$ cat config.mk
export PLATFORM = sky130hd
export DESIGN_NAME = fetch_unit_flat
export DESIGN_NICKNAME = d
export VERILOG_FILES = /design/src/rtl/fetch_unit_if.sv /design/src/rtl/fetch_unit.sv /design/src/flat_wrapper.sv
export SDC_FILE = /design/constraint.sdc
export NUM_CORES = 1
export LEC_CHECK = 0
export CORE_MARGIN = 1.5
export CORE_UTILIZATION = 25
export CTS_BUF_LIST = sky130_fd_sc_hd__clkbuf_4
export CTS_CLUSTER_DIAMETER = 120
export DETAILED_ROUTE_END_ITERATION = 8
export PLACE_DENSITY_LB_ADDON = 0.1
export SLEW_MARGIN = 20
export SYNTH_ARGS = -nofsm -noshare
export SYNTH_HDL_FRONTEND = slang
export SYNTH_SLANG_ARGS = --single-unit
$ cat constraint.sdc
create_clock -name clk -period 2.5 [get_ports clk]
set_input_delay 0.5 -clock clk [delete_from_list [all_inputs] [get_ports clk]]
set_output_delay 0.5 -clock clk [all_outputs]
set_load 0.05 [all_outputs]
$ cat src/rtl/fetch_unit_if.sv
// Fetch unit bus bundle: instruction-memory request/response, PC redirect and decoder output.
// master = fetch unit side, slave = memory/decoder/branch environment side.
interface fetch_unit_if;
  logic        imem_req_valid;
  logic        imem_req_ready;
  logic [63:0] imem_req_addr;
  logic        imem_rsp_valid;
  logic [31:0] imem_rsp_data;
  logic        redirect_valid;
  logic [63:0] redirect_pc;
  logic        out_valid;
  logic        out_ready;
  logic [31:0] out_inst;
  logic [63:0] out_pc;

  // Handshakes: a request transfers when imem_req_valid & imem_req_ready in the same cycle;
  // an instruction transfers when out_valid & out_ready; responses have no back-pressure.
  modport master (
    output imem_req_valid, imem_req_addr, out_valid, out_inst, out_pc,
    input  imem_req_ready, imem_rsp_valid, imem_rsp_data, redirect_valid, redirect_pc, out_ready
  );

  modport slave (
    input  imem_req_valid, imem_req_addr, out_valid, out_inst, out_pc,
    output imem_req_ready, imem_rsp_valid, imem_rsp_data, redirect_valid, redirect_pc, out_ready
  );
endinterface

$ cat src/rtl/fetch_unit.sv
// Single-outstanding instruction fetch unit with a one-entry output register and
// redirect-driven kill of the in-flight fetch.
module fetch_unit #(
  parameter logic [63:0] RESET_PC = 64'h0000_0000_8000_0000
) (
  input  logic          clk,
  input  logic          rst,
  fetch_unit_if.master  bus,
  output logic          dbg_state,
  output logic          dbg_kill
);

  typedef enum logic {
    S_REQ  = 1'b0,
    S_WAIT = 1'b1
  } state_t;

  state_t      state;
  logic [63:0] pc;
  logic [63:0] inflight_pc;
  logic        kill;
  logic        accept;

  // A new fetch may only be issued when the output slot is free or drains this cycle.
  assign bus.imem_req_valid = rst & (state == S_REQ) & (!bus.out_valid | bus.out_ready);
  assign bus.imem_req_addr  = pc;
  assign accept             = bus.imem_req_valid & bus.imem_req_ready;

  assign dbg_state = (state == S_WAIT);
  assign dbg_kill  = kill;

  always_ff @(posedge clk or negedge rst) begin
    if (!rst) begin
      state         <= S_REQ;
      pc            <= RESET_PC;
      inflight_pc   <= '0;
      kill          <= 1'b0;
      bus.out_valid <= 1'b0;
      bus.out_inst  <= 32'h0000_0013;
      bus.out_pc    <= '0;
    end else if (bus.redirect_valid) begin
      pc            <= bus.redirect_pc & ~64'h3;
      bus.out_valid <= 1'b0;
      if (state == S_REQ) begin
        // The old-pc request still goes out; its response is marked for discard.
        if (accept) begin
          inflight_pc <= pc;
          state       <= S_WAIT;
          kill        <= 1'b1;
        end
      end else if (bus.imem_rsp_valid) begin
        kill  <= 1'b0;
        state <= S_REQ;
      end else begin
        kill <= 1'b1;
      end
    end else begin
      if (bus.out_valid && bus.out_ready) begin
        bus.out_valid <= 1'b0;
      end
      if (state == S_REQ) begin
        if (accept) begin
          inflight_pc <= pc;
          state       <= S_WAIT;
        end
      end else if (bus.imem_rsp_valid) begin
        state <= S_REQ;
        if (kill) begin
          kill <= 1'b0;
        end else begin
          bus.out_valid <= 1'b1;
          bus.out_inst  <= bus.imem_rsp_data;
          bus.out_pc    <= inflight_pc;
          pc            <= inflight_pc + 64'd4;
        end
      end
    end
  end

endmodule
$ cat src/flat_wrapper.sv
// flat-port wrapper written by rule: the top's interface ports become plain ports
module fetch_unit_flat 
#(
  parameter logic [63:0] RESET_PC = 64'h0000_0000_8000_0000
)
  (clk, rst, dbg_state, dbg_kill, bus_imem_req_valid, bus_imem_req_addr, bus_out_valid, bus_out_inst, bus_out_pc, bus_imem_req_ready, bus_imem_rsp_valid, bus_imem_rsp_data, bus_redirect_valid, bus_redirect_pc, bus_out_ready);
  fetch_unit_if bus_i ();
  input  logic clk;
  input  logic rst;
  output logic dbg_state;
  output logic dbg_kill;
  output wire logic [$bits(bus_i.imem_req_valid)-1:0] bus_imem_req_valid;
  output wire logic [$bits(bus_i.imem_req_addr)-1:0] bus_imem_req_addr;
  output wire logic [$bits(bus_i.out_valid)-1:0] bus_out_valid;
  output wire logic [$bits(bus_i.out_inst)-1:0] bus_out_inst;
  output wire logic [$bits(bus_i.out_pc)-1:0] bus_out_pc;
  input wire logic [$bits(bus_i.imem_req_ready)-1:0] bus_imem_req_ready;
  input wire logic [$bits(bus_i.imem_rsp_valid)-1:0] bus_imem_rsp_valid;
  input wire logic [$bits(bus_i.imem_rsp_data)-1:0] bus_imem_rsp_data;
  input wire logic [$bits(bus_i.redirect_valid)-1:0] bus_redirect_valid;
  input wire logic [$bits(bus_i.redirect_pc)-1:0] bus_redirect_pc;
  input wire logic [$bits(bus_i.out_ready)-1:0] bus_out_ready;
  assign bus_imem_req_valid = bus_i.imem_req_valid;
  assign bus_imem_req_addr = bus_i.imem_req_addr;
  assign bus_out_valid = bus_i.out_valid;
  assign bus_out_inst = bus_i.out_inst;
  assign bus_out_pc = bus_i.out_pc;
  assign bus_i.imem_req_ready = bus_imem_req_ready;
  assign bus_i.imem_rsp_valid = bus_imem_rsp_valid;
  assign bus_i.imem_rsp_data = bus_imem_rsp_data;
  assign bus_i.redirect_valid = bus_redirect_valid;
  assign bus_i.redirect_pc = bus_redirect_pc;
  assign bus_i.out_ready = bus_out_ready;
  fetch_unit #(.RESET_PC(RESET_PC)) u_core (.clk(clk), .rst(rst), .bus(bus_i), .dbg_state(dbg_state), .dbg_kill(dbg_kill));
endmodule
==> metrics.md, run 1 <==
| Metric | Value |
|---|---|
| TritonCTS clock tree | `built` |
| Synth Instances | `1048` |
| Pin count of the biggest net entering global routing | `124` |
| Final hold vios | `0` |
| Number of fill cells | `4222` |
| Die Area | `42300 µm²` |
| DP Worst Slack | `0.0719 ns` |
| Commonest cells in the synthesized netlist | `375 x nand2_1, 223 x dfrtp_1, 64 x mux2_2` |
| Highest fanout seen on the critical path | `2` |
| DR iter-0 viols | `375` |
| Global-route usage over all layers | `16.9%` |
| Global placement routability congestion | `0.720` |
| Post-Synthesis Cell Area | `10300 µm²` |
| Number of port buffers | `263` |
| Path type of the worst min-delay path | `in -> reg` |
| FF+latch count, synth | `227` |
| Critical Path Sink Type | `primary output` |
| Worst Tran Pin Value | `0.805 ns` |
| Worst path arrival time | `1.89 ns` |
| Average via count per standard cell | `4.47` |
| Routed via count | `8659` |
| Share of layout cells above drive strength 1 | `18.1%` |
| Data required time of the critical path | `2.00 ns` |
| Family with the most delay on the worst path | `buffers and inverters` |
| Vias in the first global route | `8969` |
| Final Net Count | `1466` |
| Total placed instance area | `13800 µm²` |
| Peak clock frequency supported by timing | `0.418 GHz` |
| Initial antenna violation count | `4` |
| Max-slew violation count | `0` |
| Initial core utilization | `25.2%` |
| Number of optimization iterations in the first detailed-route pass | `4` |
| Average wire per cell in the routed design | `18.1 µm` |
| Number of max-cap violations | `0` |
| Count of different cell masters after synthesis | `48` |
| Number of warning messages in the yosys log | `0` |
| Pwr dens | `1120 nW/µm²` |
| CTS clock-pin slew for the worst setup and hold paths | `0.06 ns` |
| Number of failing setup endpoints in the final timing report | `0` |
| Aggregate global routing overflow | `0` |
| Sequential share of the synthesized area | `55.4%` |
| Crit path buf inv count | `1` |
| H-tree depth | `3` |
| Multi-input gate area | `4320 µm²` |
| Leakage power | `6.95 nW` |
| Die Span X | `206 µm` |
| Clock root buffer | `clkbuf_4` |
| WL final | `35.0 mm` |
| DRC Markers | `0` |
| Worst R2R Path Depth | `9` |
| Critical-path cell list | `clkdlybuf4s50_1` |
| Worst-skew pair later-pin latency | `0.72 ns` |
| Final period util | `95.7%` |
| Mapped Nets | `1151` |
| Sequential cell area | `5690 µm²` |
| Worst slew margin relative to its limit | `46.3%` |
| Area added between synthesis and finish | `42.3%` |
| Average cell area after synthesis | `9.79 µm²` |
| Worst clock skew | `0.0286 ns` |
| Most common cell in the netlist | `nand2_1` |
| Floorplan core area | `40600 µm²` |
| Cell taking the most area after synthesis | `dfrtp_1` |
| Result of the run | `completed` |
| Number of enable flip-flop cells after synthesis | `0` |
| Type of origin of the critical path | `flip-flop` |
| Slowest stage cell on the critical path | `clkdlybuf4s50_1` |
| Share of the synthesized area in the top cell type | `54.4%` |
| ANT nets after route | `0` |
| Top-Level Pins | `266` |
| Total CTS buffers | `70` |
| Final Instance Area | `14600 µm²` |
| VDD IR-drop max | `0.000568 V` |
| Post-DP HPWL | `23.2 mm` |
| Clk buf depth | `3` |
| Async SR Flop Fraction | `100%` |
| Critical path depth | `1` |
| Worst setup margin | `0.107 ns` |
| Sinks on the clock net | `227` |
| Synth top area cells | `dfrtp_1 54%, nand2_1 14%, mux2_2 7.0%` |
| Predominant post-synthesis flop cell | `dfrtp_1` |
| First-pass GRT wire length | `53.9 mm` |
| Hold Path Cell Cnt | `2` |
| # rows | `74` |
| Die outline height | `206 µm` |
| Longest individual stage delay on the worst path | `0.82 ns` |
| CP Class | `reg -> out` |
| Final critical path time including I/O delays and setup | `2.39 ns` |
## cell usage in the layout, fill, tap and decap left out, types with 4 or more instances in the layout
master           netlist  layout
inv_1                 10      10
mux2i_1                8       8
xnor2_1               30      30
nor4_1                 8       8
nor3b_1               14      13
nor2_1                31      29
buf_4                  1      35
mux2_2                64      64
o221ai_2               8       8
buf_12                 0      10
o221ai_1              18      18
and3_1                 8       8
clkdlybuf4s50_1        0     166
nor3_1                15      15
a21oi_1               25      25
clkbuf_4               0     102
nand4_1               12      12
nand2_1              375     374
dlymetal6s2s_1         0      22
dfstp_2                4       4
nand3_1               29      29
dfrtp_1              223     223
o21ai_0               42      42
dlygate4sd2_1          0      71
xor2_1                27      27
## layer usage
layer  GRT usage, %  part of all wire [%]  vias to the layer above
met2           26.6                    46                      252
met5              0                 0.037                        -
met3           4.55                   5.8                       61
met1           22.2                    45                     4176
met4           6.00                   2.4                        2
li1               -                     -                     4168
## registers in the layout, indices dropped and copies added (netlist names)
name / count
u_core.bus.imem_req_addr: 64
u_core.bus.out_pc: 64
u_core.inflight_pc: 64
u_core.bus.out_inst: 32
u_core.bus.out_valid: 1
u_core.dbg_kill: 1
u_core.dbg_state: 1
## cell type report
class                   instances  area share [%]
flip-flops and latches        227            38.9
clock inverters                 7           0.540
multi-input cells             748            29.6
repair buffers                306            20.9
well taps                     532            4.56
clock buffers                 102            5.24
diodes                          3          0.0514
inverters                      10           0.257
## cells by family (layout without fill, tap and decap cells)
| group | Yosys count | after routing | share of synthesized area, % |
|---|---|---|---|
| other | 0 | 3 | 0 |
| muxes | 72 | 72 | 7.80 |
| xor gates and xnor gates | 57 | 57 | 4.87 |
| buffers and inverters | 73 | 425 | 2.88 |
| AOI/OAI and AO/OA | 101 | 101 | 6.65 |
| DFF | 227 | 227 | 55.4 |
| and+or+nand+nor | 517 | 517 | 22.3 |
| adders and majority gates | 1 | 1 | 0.122 |
## final timing paths
| check | startpoint | to | slack (ns) |
|---|---|---|---|
| max in group asynchronous | rst | u_core.bus.imem_req_addr[47] | 1.40 |
| worst min register to register | u_core.bus.out_inst[1] | u_core.bus.out_inst[1] | 0.46 |
| worst max-delay path | u_core.bus.out_pc[53] | bus_out_pc[53] | 0.11 |
| min in group asynchronous | rst | u_core.bus.out_pc[21] | 0.45 |
| worst min-delay path | bus_redirect_valid | u_core.bus.imem_req_addr[17] | 0.10 |
| worst max register to register | u_core.inflight_pc[14] | u_core.bus.imem_req_addr[63] | 0.18 |
## power by group
group          internal (mW)  switching, mW  total (mW)
combinational           2.27           4.55        6.81
clock                   2.04           1.67        3.71
sequential              4.83          0.941        5.78
total                   9.14           7.15        16.3
## metrics by stage
stage	hold WS (ns)	total power, mW	utilization [%]	setup TNS [ns]	std cells
3_5_place_dp	0.455	12.9	33.9	0	1822
6_report	0.101	16.3	35.9	0	1935
2_1_floorplan	0.204	10.1	-	0	1048
4_1_cts	0.0109	16.6	35.8	0	1932
5_1_grt	0.0515	17.3	35.9	-0.0393	1935
3_3_place_gp	0.447	12.9	33.9	0	1822
## timing repair
item                                    in CTS  in global routing
setup buffers                                0                  0
resized for setup                           71                 23
hold buffers                                 1                  0
endpoints found under the setup margin      71                 27
gates cloned                                 0                  0
endpoints found under the hold margin      223                  0
Power figures use the tool's default switching activity.
==> run 2, diff against run 1 <==
- CORE_UTILIZATION: 25 -> 30
==> metrics.md, run 2 (synthesis gave the netlist of run 1 again) <==
| Metric | Value |
|---|---|
| Floorplan core area | `33600 µm² (-17%)` |
| Highest fanout seen on the critical path | `3 (+1)` |
| Setup repair after global routing missed its margin | `false` |
| Final period util | `96.5% (+0.80 points)` |
| Slowest stage cell on the critical path | `clkdlybuf4s50_1` |
| Final TNS setup | `0 ns (unchanged)` |
| Leakage power | `6.55 nW (-5.7%)` |
| Worst-skew pair later-pin latency | `0.67 ns (-0.05 ns)` |
| Final critical path time including I/O delays and setup | `2.41 ns (+0.0199 ns)` |
| Clock root buffer | `clkbuf_4` |
| Crit path buf inv count | `1 (unchanged)` |
| Top-Level Pins | `266 (unchanged)` |
| Path type of the worst min-delay path | `in -> reg` |
| Result of the run | `completed` |
| DR iter-0 viols | `423 (+13%)` |
| Die Area | `35300 µm² (-16%)` |
| Total CTS buffers | `68 (-2.9%)` |
| H-tree depth | `3 (unchanged)` |
| Share of layout cells above drive strength 1 | `17.8% (-0.25 points)` |
| CTS clock-pin slew for the worst setup and hold paths | `0.06 ns (about the same)` |
| Leading cell type in the layout, fill and taps excluded | `nand2_1` |
| Number of port buffers | `263 (unchanged)` |
| Final Net Count | `1460 (-0.41%)` |
| Longest individual stage delay on the worst path | `0.88 ns (+0.06 ns)` |
| TritonCTS clock tree | `built` |
| Type of origin of the critical path | `flip-flop` |
| Highest-count cells in the layout ignoring fill and taps | `374 x nand2_1, 249 x clkdlybuf4s50_1, 223 x dfrtp_1, 100 x clkbuf_4, 64 x mux2_2` |
| Pin count of the biggest net entering global routing | `158 (+27%)` |
| Total setup buffers inserted after CTS | `0 (unchanged)` |
| WL final | `32.2 mm (-8.2%)` |
| Critical-path cell list | `clkdlybuf4s50_1` |
| Critical Path Sink Type | `primary output` |
| Data required time of the critical path | `2.00 ns (about the same)` |
| Routed via count | `8609 (-0.58%)` |
| CP Class | `reg -> out` |
| Area added between synthesis and finish | `42.0%` |
| Die Span X | `188 µm (-8.6%)` |
| Worst slew margin relative to its limit | `33.5% (-13 points)` |
| Average via count per standard cell | `4.66 (+4.2%)` |
| VDD IR-drop max | `0.000579 V (+2.0%)` |
| Final core area utilization | `43.4% (+7.4 points)` |
| Worst clock skew | `0.0593 ns (+0.0307 ns)` |
| Global placement routability congestion | `0.724 (+0.46%)` |
| Global-route usage over all layers | `18.5% (+1.6 points)` |
| Final hold vios | `0 (unchanged)` |
| First-pass GRT wire length | `51.2 mm (-4.9%)` |
| Aggregate global routing overflow | `0 (unchanged)` |
| # rows | `67 (-9.5%)` |
| Sinks on the clock net | `227 (unchanged)` |
| Vias in the first global route | `9013 (+0.49%)` |
| Average wire per cell in the routed design | `17.4 µm (-3.8%)` |
| Post-DP HPWL | `21.6 mm (-6.7%)` |
| ANT nets after route | `0 (unchanged)` |
| Pwr dens | `1110 nW/µm² (about the same)` |
| Die outline height | `188 µm (-8.6%)` |
| Initial core utilization | `30.5% (+5.3 points)` |
| Worst path arrival time | `1.91 ns (+0.02 ns)` |
| Number of failing setup endpoints in the final timing report | `0 (unchanged)` |
| Family with the most delay on the worst path | `buffers and inverters` |
| Initial antenna violation count | `2 (-2)` |
| Clk buf depth | `3 (unchanged)` |
| DRC Markers | `0 (unchanged)` |
| Number of max-cap violations | `0 (unchanged)` |
| Peak clock frequency supported by timing | `0.415 GHz (-0.82%)` |
| Worst Tran Pin Value | `0.997 ns (+0.193 ns)` |
| Number of optimization iterations in the first detailed-route pass | `4 (unchanged)` |
| Max-slew violation count | `0 (unchanged)` |
## run 2: cell count changes in the layout (fill, tap and decap cells not counted), moves of 2 or more
cell / delta
clkinv_4: +2
dlymetal6s2s_1: -18
buf_4: -11
clkdlybuf4s50_1: +83
clkinv_1: +2
buf_12: +6
dlygate4sd2_1: -64
clkbuf_4: -2
diode_2: -2
## run 2: path summary, 6_finish.rpt
check / start / endpoint / slack (ns) / depth (start not counted)
max: u_core.bus.imem_req_addr[62] / bus_imem_req_addr[62] / 0.09 / 1
min: bus_redirect_valid / u_core.bus.imem_req_addr[27] / 0.21 / 2
max reg2reg: u_core.inflight_pc[2] / u_core.bus.imem_req_addr[48] / 0.25 / 8
min reg2reg: u_core.bus.out_inst[4] / u_core.bus.out_inst[4] / 0.46 / 2
max in group asynchronous: rst / u_core.inflight_pc[62] / 1.10 / 3
min in group asynchronous: rst / u_core.bus.out_inst[3] / 0.52 / 3
## run 2: final cells by class
type                       instances  area (µm²)
fill                            3384       19000
inverter                          10        37.5
timing repair buffer             302        3130
sequential                       227        5690
tap                              448         561
clock inverter                    10        77.6
antenna                            1        2.50
clock buffer                     100         751
multi-input combinational        748        4330
## run 2: where the power goes
group,switching [mW],internal [mW]
combinational,4.51,2.43
clock,1.63,1.92
sequential,0.936,4.84
total,7.07,9.18
## run 2: metal layers
layer	global-route usage (%)	wire, µm	up-vias
li1	-	-	4154
met1	24.5	14800	4138
met4	6.00	748	0
met3	5.28	1980	69
met5	0	0	-
met2	29.1	14600	248
## run 2: stage by stage
step	cell area, µm²	hold WS, ns	worst slack (ns)	total power [mW]	instances
2_1_floorplan	10300	0.204	0.149	10.1	1048
3_3_place_gp	13700	0.448	0.125	12.8	1734
3_5_place_dp	13700	0.459	0.0981	12.9	1734
4_1_cts	14500	0.00461	0.00558	16.5	1844
5_1_grt	14600	0.182	0.00235	17.2	1846
6_report	14600	0.213	0.0875	16.2	1846
## run 2: what timing repair did
item	in CTS	in global routing
gates cloned	0	0
hold buffers	0	1
gates resized for setup	7	7
setup endpoints to repair	7	13
hold endpoints to repair	0	11
==> run 3, diff against run 2 <==
- REMOVE_ABC_BUFFERS: default -> 1
==> metrics.md, run 3 (synthesis gave the netlist of run 1 again) <==
| Metric | Value |
|---|---|
| Result of the run | `completed` |
| Final period util | `96.1% (-0.42 points)` |
| R2R Path End | `u_core.bus.imem_req_addr[48]` |
| Leading cell type in the layout, fill and taps excluded | `nand2_1` |
| Critical Path Sink Type | `primary output` |
| ANT nets after route | `0 (unchanged)` |
| VDD IR-drop max | `0.000693 V (+20%)` |
| Destination of the worst hold path | `u_core.bus.imem_req_addr[56]` |
| Clock root buffer | `clkbuf_4` |
| Clk buf depth | `3 (unchanged)` |
| First-pass GRT wire length | `49.3 mm (-3.8%)` |
| Average via count per standard cell | `4.57 (-2.0%)` |
| Routed length on met2 | `13.6 mm (-7.4%)` |
| Type of origin of the critical path | `flip-flop` |
| CP Class | `reg -> out` |
| Pin count of the biggest net entering global routing | `136 (-14%)` |
| Top-Level Pins | `266 (unchanged)` |
| Origin of the critical flop-to-flop path | `u_core.inflight_pc[3]` |
| Floorplan core area | `33600 µm² (unchanged)` |
| Vias in the first global route | `8679 (-3.7%)` |
| Average wire per cell in the routed design | `16.6 µm (-4.7%)` |
| Hold Path Cell Cnt | `2 (unchanged)` |
| Final hold vios | `0 (unchanged)` |
| Share of layout cells above drive strength 1 | `17.3% (-0.56 points)` |
| Sum of routed wire segments on met1 | `14.6 mm (-1.0%)` |
| Routed met3 length | `1.98 mm (-0.25%)` |
| Path type of the worst min-delay path | `in -> reg` |
| Number of port buffers | `263 (unchanged)` |
| Initial antenna violation count | `3 (+1)` |
| TritonCTS clock tree | `built` |
| Family with the most delay on the worst path | `buffers and inverters` |
| Highest fanout seen on the critical path | `3 (unchanged)` |
| Slowest stage cell on the critical path | `clkdlybuf4s50_1` |
| Number of failing setup endpoints in the final timing report | `0 (unchanged)` |
| Final Net Count | `1455 (-0.34%)` |
| Highest-count cells in the layout ignoring fill and taps | `374 x nand2_1, 249 x clkdlybuf4s50_1, 223 x dfrtp_1, 101 x clkbuf_4, 64 x mux2_2` |
| Number of optimization iterations in the first detailed-route pass | `4 (unchanged)` |
| Reg2reg setup slack | `0.24 ns (about the same)` |
| Crit path buf inv count | `1 (unchanged)` |
| Post-DP HPWL | `20.1 mm (-7.2%)` |
| Worst clock skew | `0.0395 ns (-0.0197 ns)` |
| Pwr dens | `1130 nW/µm² (+1.1%)` |
| Max-slew violation count | `0 (unchanged)` |
| Critical-path cell list | `clkdlybuf4s50_1` |
| Longest individual stage delay on the worst path | `0.86 ns (-0.02 ns)` |
| Worst Tran Pin Value | `0.835 ns (-0.162 ns)` |
| Number of max-cap violations | `0 (unchanged)` |
| Leakage power | `6.54 nW (about the same)` |
| Routed via count | `8454 (-1.8%)` |
| Die outline height | `188 µm (unchanged)` |
| Area added between synthesis and finish | `41.4%` |
| Die Area | `35300 µm² (unchanged)` |
| Data required time of the critical path | `2.00 ns (about the same)` |
| Start point of the worst hold path | `bus_redirect_valid` |
| Worst slew margin relative to its limit | `44.3% (+11 points)` |
| Final core area utilization | `43.2% (-0.18 points)` |
| CTS clock-pin slew for the worst setup and hold paths | `0.06 ns (about the same)` |
| Worst R2R Path Depth | `8 (unchanged)` |
| Worst-skew pair later-pin latency | `0.68 ns (about the same)` |
| Die Span X | `188 µm (unchanged)` |
| Worst path arrival time | `1.90 ns (about the same)` |
| Top layer used by detailed routing | `met4` |
| H-tree depth | `3 (unchanged)` |
| Worst Hold Slack | `0.216 ns (+0.00291 ns)` |
| # rows | `67 (unchanged)` |
| DRC Markers | `0 (unchanged)` |
| Overall Power | `16.4 mW (+0.70%)` |
| Initial core utilization | `30.5% (unchanged)` |
| Final critical path time including I/O delays and setup | `2.40 ns (-0.0105 ns)` |
| Sinks on the clock net | `227 (unchanged)` |
| Global placement routability congestion | `0.748 (+3.4%)` |
| Peak clock frequency supported by timing | `0.416 GHz (+0.44%)` |
| WL final | `30.7 mm (-4.5%)` |
| Total CTS buffers | `68 (unchanged)` |
| DR iter-0 viols | `286 (-32%)` |
| Total setup buffers inserted after CTS | `0 (unchanged)` |
| Global-route usage over all layers | `17.7% (-0.79 points)` |
| Aggregate global routing overflow | `0 (unchanged)` |
-- run 3: where the power goes --
part	internal, mW	switching (mW)	leakage, nW	total [mW]
registers	4.83	0.959	2.84	5.79
clock network	2.14	1.61	0.525	3.75
logic	2.38	4.44	3.18	6.82
-- run 3: cell type report --
cell class	instances	area, µm²
Multi-Input combinational cell	748	4310
Clock inverter	13	128
Antenna cell	5	12.5
Tap cell	448	561
Fill cell	3370	19100
Sequential cell	227	5690
Clock buffer	101	758
Timing Repair Buffer	297	3020
Inverter	10	37.5
-- run 3: worst max-delay path by stage --
stage,slack [ns],cells past startpoint,endpoint,from
finish,0.1,1,bus_imem_req_addr[29],u_core.bus.imem_req_addr[29]
detailed placement,0.09,6,u_core.bus.imem_req_addr[58],bus_imem_rsp_valid
CTS,0.01,1,bus_imem_req_addr[38],u_core.bus.imem_req_addr[38]
global route,-0.02,1,bus_imem_req_addr[8],u_core.bus.imem_req_addr[8]
global placement,0.11,7,u_core.bus.out_pc[29],bus_imem_rsp_valid
floorplan,-2.02,5,u_core.bus.imem_req_addr[35],u_core.dbg_state
-- run 3: layer usage --
| layer | vias up | global-route usage [%] |
|---|---|---|
| met3 | 44 | 5.30 |
| met1 | 3999 | 23.9 |
| met2 | 251 | 27.2 |
| li1 | 4160 | - |
| met4 | 0 | 5.66 |
| met5 | - | 0 |
-- run 3: what timing repair did --
item / in CTS / in global routing
resized for setup: 5 / 7
hold endpoints to repair: 135 / 0
hold buffers: 1 / 0
endpoints found under the setup margin: 5 / 11
-- run 3: metrics by stage --
step	TNS [ns]	cell area, µm²	cells	setup WS (ns)
final	0	14500	1849	0.0981
after floorplan	-324.45	10000	985	-2.02
after global routing	-0.0484	14500	1848	-0.0174
after CTS	0	14500	1844	0.0110
after detailed placement	0	13600	1729	0.0923
after global placement	0	13600	1729	0.113
